## config.mk

```make
export PLATFORM = sky130hd
export DESIGN_NAME = fetch_stage
export DESIGN_NICKNAME = d
export VERILOG_FILES = /design/src/rtl/fetch_stage.sv
export SDC_FILE = /design/constraint.sdc
export NUM_CORES = 1
export LEC_CHECK = 0
export ABC_AREA = 1
export CAP_MARGIN = 30
export CORE_UTILIZATION = 51
export CTS_BUF_LIST = sky130_fd_sc_hd__clkbuf_8
export DETAILED_ROUTE_END_ITERATION = 10
export GPL_TIMING_DRIVEN = 0
export PLACE_DENSITY = 0.83
export SLEW_MARGIN = 20
export SYNTH_ARGS = -nofsm -noshare
export SYNTH_HDL_FRONTEND = slang
export SYNTH_SLANG_ARGS = --single-unit
```

## constraint.sdc

```tcl
create_clock -name CLK -period 2.3 [get_ports CLK]
set_input_delay 0.46 -clock CLK [delete_from_list [all_inputs] [get_ports CLK]]
set_output_delay 0.46 -clock CLK [all_outputs]
set_load 0.01 [all_outputs]
```

## src/rtl/fetch_stage.sv

```systemverilog
// Instruction fetch stage: drives the instruction memory, buffers a word that
// arrives while the IF/ID register is stalled, and handles redirect and halt.
module fetch_stage #(
  parameter logic [31:0] PC_INIT = 32'h00000000
) (
  input  logic        CLK,
  input  logic        nRST,
  input  logic        ihit,
  input  logic [31:0] imemload,
  input  logic        stall,
  input  logic        redirect,
  input  logic [31:0] redirect_addr,
  input  logic        halt,
  output logic        iREN,
  output logic [31:0] imemaddr,
  output logic [31:0] ifinstr,
  output logic [31:0] ifJALjump_addr,
  output logic        ifW,
  output logic        ifRST
);

  typedef enum logic [1:0] {
    FETCH  = 2'd0,
    HOLD   = 2'd1,
    HALTED = 2'd2
  } state_t;

  state_t      state, state_n;
  logic [31:0] pc, pc_n;
  logic [31:0] ibuf, ibuf_n;
  logic [31:0] bpc, bpc_n;

  logic [31:0] pc_plus4;
  logic [31:0] bpc_plus4;
  logic        ren;
  logic        wr;
  logic        flush;
  logic [31:0] instr;
  logic [31:0] link;

  assign pc_plus4  = pc + 32'd4;
  assign bpc_plus4 = bpc + 32'd4;

  always_ff @(posedge CLK or negedge nRST) begin
    if (!nRST) begin
      state <= FETCH;
      pc    <= PC_INIT;
      ibuf  <= '0;
      bpc   <= '0;
    end else begin
      state <= state_n;
      pc    <= pc_n;
      ibuf  <= ibuf_n;
      bpc   <= bpc_n;
    end
  end

  always_comb begin
    state_n = state;
    pc_n    = pc;
    ibuf_n  = ibuf;
    bpc_n   = bpc;
    ren     = 1'b0;
    wr      = 1'b0;
    flush   = 1'b0;
    instr   = '0;
    link    = '0;

    case (state)
      FETCH: begin
        ren   = 1'b1;
        instr = imemload;
        link  = pc_plus4;
      end
      HOLD: begin
        instr = ibuf;
        link  = bpc_plus4;
      end
      default: begin
        instr = '0;
        link  = '0;
      end
    endcase

    // halt beats redirect, which beats the normal ihit/stall handling
    if (state == HALTED) begin
      state_n = HALTED;
    end else if (halt) begin
      state_n = HALTED;
    end else if (redirect) begin
      flush   = 1'b1;
      pc_n    = {redirect_addr[31:2], 2'b00};
      state_n = FETCH;
    end else begin
      case (state)
        FETCH: begin
          if (ihit) begin
            if (!stall) begin
              wr   = 1'b1;
              pc_n = pc_plus4;
            end else begin
              ibuf_n  = imemload;
              bpc_n   = pc;
              state_n = HOLD;
            end
          end
        end
        HOLD: begin
          if (!stall) begin
            wr      = 1'b1;
            pc_n    = pc_plus4;
            state_n = FETCH;
          end
        end
        default: state_n = state;
      endcase
    end
  end

  // Outputs are forced to zero combinationally while reset is held.
  assign imemaddr       = pc;
  assign iREN           = nRST & ren;
  assign ifW            = nRST & wr;
  assign ifRST          = nRST & flush;
  assign ifinstr        = nRST ? instr : '0;
  assign ifJALjump_addr = nRST ? link  : '0;

endmodule

```

==> results.cfg <==
[clocking]
cts_htree_levels = 3
cts_tree = built
cts_sinks = 94
clock-root-buffer = clkbuf_8
clk_latency_ps = 410
numCtsBuffers = 9
clockBufferDepth = 2
clkTransAtPathRegs_ps = 110

[power]
p_leak_nw = 4.91
power.total_mw = 6.23
p_comb_share_pct = 45.2
p_int_mw = 3.62
power.switching_mw = 2.60
clkPwrFrac_pct = 19.0
p_per_area_nw_per_um2 = 604
switching_share_pct = 41.8
pwr-share-seq_pct = 35.7
ir_drop_mv = 0.329

[worst_setup_path]
endpoint_kind = primary output
start_kind = flop
cp.required_ps = 1840
reg2reg_to = imemaddr[30]
cp.arrival_ps = 2370
critPathMaxFanout = 6
critPathKind = reg2out
reg2regPathDepth = 20
reg2reg_from = imemaddr[2]
reg2reg_slack_ps = -320

[placed_design]
post-dp-hpwl_mm = 16.9
pre_cts_ws_ps = -1060
gp_congestion = 0.965
dp_cells = 1355
placement.io_buffers = 161

[sta]
rsz0062_at_grt = true
fin_ws_ps = -531
finalCritPeriodShare_pct = 123
worst_pin_slew_ps = 793
skew_ps = 15.2
slew_violations = 0
max_freq_mhz = 353
finalHoldViolCount = 0
finalSetupViolCount = 67
relSlewSlack_pct = 47.1
min_period_ps = 2830

[floorplanning]
rows = 40
core_area_sq_um = 12200
die-area_sq_um = 13200
initial_core_util_pct = 53.3
die_w_microns = 115
fp.dieH_microns = 115
io_pins = 169

[cells_and_area]
area_growth_pct = 58.4
diodes = 0
drive_above_1_share_pct = 32.8
instances_no_fill = 1492
nNetsFinal = 1394
fillers = 703

[logic_synthesis]
yosys_warnings = 0
ys.flop_type = dfrtp_1
synth_cell_types = 39
synth-seq-cells = 94
netlist_area_sq_um = 6510
synthMostInstantiatedCell = nand2_1
async_reset_ff_share_pct = 100
synth_edf_count = 0
synth_common_cells = 373 x nand2_1, 123 x nor2_1, 105 x inv_1
syn_avg_cell_area_sq_um = 6.37
ys_seq_area_share_pct = 36.1
synth_area_leaders = dfrtp_1 36%, nand2_1 21%, o21ai_0 7.8%
syn_inst = 1022
synth_top_cell_by_area = dfrtp_1
synth_top_cell_area_share_pct = 36.1

[detailed_routing]
drc_errors = 2
drt-initial-drc-count = 1747
avgRoutedWirePerCell_microns = 22.0
vias = 9334
drtPass1Iterations = 11
via_per_inst = 6.26
routed_wl_mm = 32.8
ant_nets = 0

[global_route]
grt_max_degree = 36
antenna_found_initial = 1
grt_pass1_wl_mm = 40.8
grt_util_all_layers_pct = 40.7
first_global_vias = 7890
grt.overflow.total = 0

[run]
cap_violations = 0

[hold_path]
hp-class = in2async

[status]
violations = DRC, setup timing
status = finished with violations
-- power groups by stage --
stage / clock network, mW / registers [mW] / logic [mW]
finish: 1.19 / 2.23 / 2.82
CTS: 1.11 / 2.13 / 2.14
floorplan: 0 / 2.16 / 0.732
detailed placement: 0 / 2.16 / 1.56
global placement: 0 / 2.16 / 1.53
global route: 1.22 / 2.22 / 2.88
-- logic make-up (layout without fill, tap and decap cells) --
| group | after synthesis | in the layout | share of synthesized area (%) |
|---|---|---|---|
| adder cells (fa/ha/maj) | 5 | 5 | 0.961 |
| other | 1 | 4 | 0.0576 |
| AND/OR/NAND/NOR | 594 | 594 | 38.1 |
| buffers and inverters | 151 | 450 | 10.1 |
| AO/OA/AOI/OAI | 170 | 170 | 13.7 |
| flip-flops | 94 | 94 | 36.1 |
| XOR/XNOR | 7 | 7 | 0.941 |
-- metal layers --
metal	up-vias	part of all wire [%]	GRT usage, %
li1	3797	-	-
met1	4185	33	50.7
met2	976	43	64.0
met3	374	14	10.3
met4	2	10	24.5
met5	-	0.15	0
-- state kept, by name (all words and copies together), names as in the netlist --
register / flops
ibuf: 32
bpc: 30
state: 2
imemaddr: 30
-- worst max path at each step --
stage / from / endpoint / slack (ps) / cells past startpoint
after global routing: imemaddr[3] / ifJALjump_addr[11] / -620 / 10
after CTS: imemaddr[3] / ifJALjump_addr[17] / -200 / 10
after global placement: nRST / ifinstr[10] / -4750 / 6
after floorplan: imemaddr[3] / ifJALjump_addr[16] / 370 / 8
after detailed placement: nRST / ifJALjump_addr[27] / -1060 / 8
final: imemaddr[2] / ifJALjump_addr[27] / -530 / 11
-- per-stage QoR --
step                      util, %  cell area (sq um)  hold slack (ps)  TNS (ps)
after floorplan                 -               6520              164         0
after global placement       68.3               8350              467   -575790
after CTS                    78.7               9610             51.5     -3090
after global routing         84.5              10300             17.9    -16320
final                        84.5              10300             15.3    -12950
after detailed placement     68.6               8370              356    -52050
-- area by class of cell --
class / count / area, sq um / area share, %
Inverter: 109 / 417 / 4.04
Timing Repair Buffer: 284 / 2500 / 24.2
Clock inverter: 7 / 65.1 / 0.631
Clock buffer: 9 / 124 / 1.20
Sequential cell: 94 / 2380 / 23.1
Buffer: 41 / 364 / 3.53
Multi-Input combinational cell: 780 / 4250 / 41.2
Tap cell: 168 / 210 / 2.04
-- placed cells by master (no fill, tap or decap), drive strengths merged, types with 2 or more instances in the layout --
cell type	n
nor2	143
ha	5
conb	4
nand3b	2
nand3	50
a22oi	2
nor3	2
and2	6
a21oi	25
clkinv	3
xor2	6
buf	209
o211ai	2
inv	111
nand4	9
nand2	380
clkdlybuf4s15	3
or2	2
o21bai	2
clkbuf	24
dfrtp	94
o21ai	131
clkdlybuf4s50	95
bufbuf	2
o22ai	3
-- worst max-delay path: stages (launching register included) --
cell	delay, ps
dfrtp_2	450
inv_1	140
nor2_4	240
nand2_4	150
buf_6	150
nor2_4	240
nand2_1	120
nand2_1	120
nand2_1	80
nand2_1	70
nand2_1	50
buf_2	130
-- timing repair --
action                                 in CTS  in global routing
setup buffers                              91                 30
hold buffers                                1                  0
gates cloned                                3                  1
endpoints found under the hold margin      28                  0
gates resized for setup                   433                161
setup endpoints to repair                  65                 61
pin swaps                                  54                 58
Note: power is estimated with default switching activity, not from simulation.
